**src/rtl/cpu_pkg.sv**
```systemverilog
// Shared definitions for the fetch/execute sequencer: FSM states, datapath widths, reset values.
package cpu_pkg;

  localparam int PC_W  = 8;
  localparam int IR_W  = 8;
  localparam int CNT_W = 16;

  localparam logic [PC_W-1:0] PC_RESET = 8'h00;

  typedef enum logic [1:0] {
    IDLE  = 2'd0,
    FETCH = 2'd1,
    EXEC  = 2'd2,
    HALT  = 2'd3
  } state_t;

  // Natural binary add, so 0xFF rolls over to 0x00.
  function automatic logic [PC_W-1:0] pc_inc(input logic [PC_W-1:0] pc);
    return pc + {{(PC_W-1){1'b0}}, 1'b1};
  endfunction

endpackage

```
**src/rtl/pc_reg.sv**
```systemverilog
// Program counter register: jump load beats increment; increment wraps modulo 2**PC_W.
module pc_reg
  import cpu_pkg::*;
(
  input  logic            clk,
  input  logic            rst,
  input  logic            i_ld,
  input  logic            i_inc,
  input  logic [PC_W-1:0] i_d,
  output logic [PC_W-1:0] o_pc
);

  logic [PC_W-1:0] r_pc;

  // PC state update with load-over-increment priority
  always_ff @(posedge clk) begin
    if (rst) begin
      r_pc <= PC_RESET;
    end else if (i_ld) begin
      r_pc <= i_d;
    end else if (i_inc) begin
      r_pc <= pc_inc(r_pc);
    end else begin
      r_pc <= r_pc;
    end
  end

  assign o_pc = r_pc;

endmodule

```
**src/rtl/fetch_seq.sv**
```systemverilog
// Two-phase instruction fetch/execute sequencer with halt/resume, single-step and a
// saturating retired-instruction counter.
module fetch_seq
  import cpu_pkg::*;
#(
  parameter int ICNT_W = CNT_W
) (
  input  logic              clk,
  input  logic              rst,
  input  logic              start,
  input  logic              step_mode,
  input  logic              sm_en,
  input  logic              ir_ld,
  input  logic              pc_in,
  input  logic              pc_ld,
  input  logic [IR_W-1:0]   d_bus,
  output logic              sm,
  output logic [IR_W-1:0]   ir,
  output logic [PC_W-1:0]   pc_addr,
  output logic              halted,
  output logic [ICNT_W-1:0] icount
);

  state_t            r_state;
  logic              r_sm;
  logic              r_halted;
  logic [IR_W-1:0]   r_ir;
  logic [ICNT_W-1:0] r_icount;
  logic              w_pc_ld;
  logic              w_pc_inc;

  // Qualify PC controls by phase: increment in FETCH/EXEC, jump in EXEC only
  always_comb begin
    w_pc_ld  = 1'b0;
    w_pc_inc = 1'b0;
    case (r_state)
      FETCH: begin
        w_pc_ld  = 1'b0;
        w_pc_inc = pc_in;
      end
      EXEC: begin
        w_pc_ld  = pc_ld;
        w_pc_inc = pc_in;
      end
      default: begin
        w_pc_ld  = 1'b0;
        w_pc_inc = 1'b0;
      end
    endcase
  end

  pc_reg u_pc_reg (
    .clk   (clk),
    .rst   (rst),
    .i_ld  (w_pc_ld),
    .i_inc (w_pc_inc),
    .i_d   (d_bus),
    .o_pc  (pc_addr)
  );

  // Sequencer FSM; sm/halted are registered alongside the next state
  always_ff @(posedge clk) begin
    if (rst) begin
      r_state  <= IDLE;
      r_ir     <= '0;
      r_sm     <= 1'b0;
      r_halted <= 1'b0;
      r_icount <= '0;
    end else begin
      case (r_state)
        IDLE: begin
          if (start) begin
            r_state <= FETCH;
          end
        end
        FETCH: begin
          if (ir_ld) begin
            r_ir <= d_bus;
          end
          r_state <= EXEC;
          r_sm    <= 1'b1;
        end
        EXEC: begin
          r_sm <= 1'b0;
          if (!sm_en) begin
            r_state  <= HALT;
            r_halted <= 1'b1;
          end else begin
            // Retired count sticks at all-ones instead of wrapping
            if (r_icount != '1) begin
              r_icount <= r_icount + ICNT_W'(1);
            end
            r_state <= step_mode ? IDLE : FETCH;
          end
        end
        HALT: begin
          if (start) begin
            r_state  <= FETCH;
            r_halted <= 1'b0;
          end
        end
        default: begin
          r_state  <= IDLE;
          r_sm     <= 1'b0;
          r_halted <= 1'b0;
        end
      endcase
    end
  end

  assign sm     = r_sm;
  assign halted = r_halted;
  assign ir     = r_ir;
  assign icount = r_icount;

endmodule

```
**config.mk**
```make
export PLATFORM = sky130hd
export DESIGN_NAME = fetch_seq
export DESIGN_NICKNAME = d
export VERILOG_FILES = /design/src/rtl/cpu_pkg.sv /design/src/rtl/pc_reg.sv /design/src/rtl/fetch_seq.sv
export SDC_FILE = /design/constraint.sdc
export NUM_CORES = 1
export LEC_CHECK = 0
export BUFFER_PORTS_ARGS = -buffer_cell sky130_fd_sc_hd__buf_4
export CORE_MARGIN = 10
export CORE_UTILIZATION = 30
export DETAILED_ROUTE_END_ITERATION = 6
export SYNTH_ARGS = -nofsm -noshare
export SYNTH_HDL_FRONTEND = slang
export SYNTH_SLANG_ARGS = --single-unit
```
**constraint.sdc**
```tcl
create_clock -name clk -period 2.03 [get_ports clk]
set_input_delay 0.203 -clock clk [delete_from_list [all_inputs] [get_ports clk]]
set_output_delay 0.203 -clock clk [all_outputs]
set_load 0.02 [all_outputs]
```
==> results.cfg <==
[floorplan]
die_w_um = 96.8
design.die.area_um2 = 9360
die_h_um = 96.8
coreArea_um2 = 5610
floorplan.initialDensity = 0.315
rows = 27
io_pins = 50

[timing]
drv_slew = 0
finalCriticalPeriod_ns = 1.84
finClkSkew_ns = 0.00525
maxSlewHeadroom = 0.670
tightestPinTransition_ns = 0.494
clock.fmax_ghz = 0.544
fin_tns_setup_ns = 0
rsz0062_at_grt = false
min_period_over_period = 0.905
hold_viol = 0
setup_violations = 0

[synth]
synth.distinct_cells = 39
synthFlopType = dfxtp_1
synth-seq-cells = 36
synth_edf_count = 0
synth_top_area_frac = 0.408
syn_nets = 233
ys_seq_area_frac = 0.408
yosysTopAreaCell = dfxtp_1
synth_area_leaders = dfxtp_1, nand2_1, a21oi_1, ha_1, nor2_1
netlist_area_um2 = 1770
syn_inst = 211
yosysWarnings = 0
async_flop_share = 0
synth_area_per_cell_um2 = 8.38

[finish]
antennaDiodeCount = 0
syn_to_final_growth_pct = 34.5
layout_commonest_cell = buf_4
drive_above_1_share = 0.250
most-common-layout-cells = buf_4, dfxtp_1, nand2_1, nor2_1, a21oi_1
nets = 285
stdcell_area_um2 = 2380

[clock_network]
cts_resized = 0
cts_buffers = 5
cts-root-buf = clkbuf_8
clock_latency_ns = 0.29
clockBufferDepth = 2
htree_levels = 2
clock-sinks = 36
cts_tree = yes
clk_transition_reported_paths_ns = 0.07
holdBufCountCts = 0
postCtsSetupBuffers = 0

[global_route]
grt_max_degree = 41
antenna_found_initial = 0
grt_pass1_wl_um = 7860
grt.total_usage = 0.0975
first_global_vias = 1606
grt.overflow.total = 0

[detailed_routing]
drt-vias-per-instance = 4.93
first_pass_iters = 4
ant_nets = 0
routed_wl_um = 4660
drc = 0
vias = 1657
drtIter0Drc = 81
routedWlPerCell_um = 13.9

[placed_design]
place_area_um2 = 2220
place.gp.congestion = 0.822
hpwl_um = 3580
port_buffers = 49

[run_status]
outcome = finished, final reports clean

[worst_setup_path]
cp-end-kind = register
required_ns = 2.23
worstPathMaxFanout = 7
critical_path.startpoint_type = register
path_class = reg2reg
arrival_ns = 2.04

[pwr]
pwr_density_cell_nw_per_um2 = 1010
vdd_drop_max_mv = 0.327
cellLeakagePower_nw = 0.939

[flow_run]
cap_violations = 0

[worst_hold_path]
hold_class = in2reg
[critical path: stages (launching register included)]
cell and delay, ns:
dfxtp_1 0.42, inv_1 0.07, ha_1 0.39, nor2b_1 0.34, nand4_1 0.15, xor2_1 0.16, a211oi_1 0.23
[metal layers]
metal	part of all wire	global-route usage	routed length (µm)
met1	0.49	0.120	2260
met3	0.041	0.0284	191
met4	0.014	0.0417	65
met5	0	0	0
met2	0.46	0.153	2140
[power by group]
part / internal (mW) / leakage [nW] / switching, mW / total, mW
Combinational: 0.278 / 0.568 / 0.358 / 0.636
Sequential: 0.799 / 0.292 / 0.0936 / 0.893
Clock: 0.615 / 0.0784 / 0.264 / 0.878
Total: 1.69 / 0.939 / 0.716 / 2.41
[cell usage after synthesis, drive strengths merged, types with 2 or more instances]
master / count
a211oi: 8
and4: 3
nand3: 11
nand2b: 3
a21oi: 19
mux2: 2
nand2: 28
buf: 3
nor3: 3
xor2: 5
inv: 3
and3: 2
o21ai: 7
dfxtp: 36
clkbuf: 6
mux2i: 3
nor4: 3
or3: 7
nor2b: 5
o31ai: 4
nand4: 9
or4: 3
xnor2: 2
ha: 6
o22ai: 2
nor2: 19
[layout make-up]
class / count / area (µm²)
Timing Repair Buffer: 54 / 405
Clock inverter: 3 / 90.1
Inverter: 3 / 11.3
Sequential cell: 36 / 721
Clock buffer: 5 / 68.8
Fill cell: 582 / 3230
Tap cell: 72 / 90.1
Multi-Input combinational cell: 163 / 991
[kinds of logic (layout without fill, tap and decap cells)]
logic type	after synthesis	in the layout	share of synthesized area
adder cells (fa/ha/maj)	6	6	0.0425
XOR/XNOR	7	7	0.0347
buffers and inverters	12	65	0.0318
flip-flops	36	36	0.408
AO/OA/AOI/OAI	46	46	0.159
AND/OR/NAND/NOR	99	99	0.295
multiplexers	5	5	0.0297
[state kept, by name (all words and copies together) (netlist names)]
register	count
icount	16
ir	8
u_pc_reg.o_pc	8
r_state	2
halted	1
sm	1
[metrics by stage]
step	setup slack, ns	std cells	total power [mW]	hold WS, ns	utilization
floorplan	0.258	211	1.31	0.351	-
global placement	0.253	328	1.55	0.446	0.396
detailed placement	0.197	328	1.55	0.453	0.396
CTS	0.192	336	2.44	0.173	0.424
global route	0.0331	336	2.55	0.180	0.424
finish	0.192	336	2.41	0.187	0.424
[path summary, 6_finish.rpt]
path | start | end | slack (ns) | cells after the start
worst min register to register | ir[0] | ir[0] | 0.46 | 2
worst min-delay path | d_bus[5] | ir[5] | 0.19 | 3
worst max register to register | r_state[0] | u_pc_reg.o_pc[3] | 0.19 | 6
worst max-delay path | r_state[0] | u_pc_reg.o_pc[3] | 0.19 | 6
No activity file was read; power rests on OpenSTA's default activity.
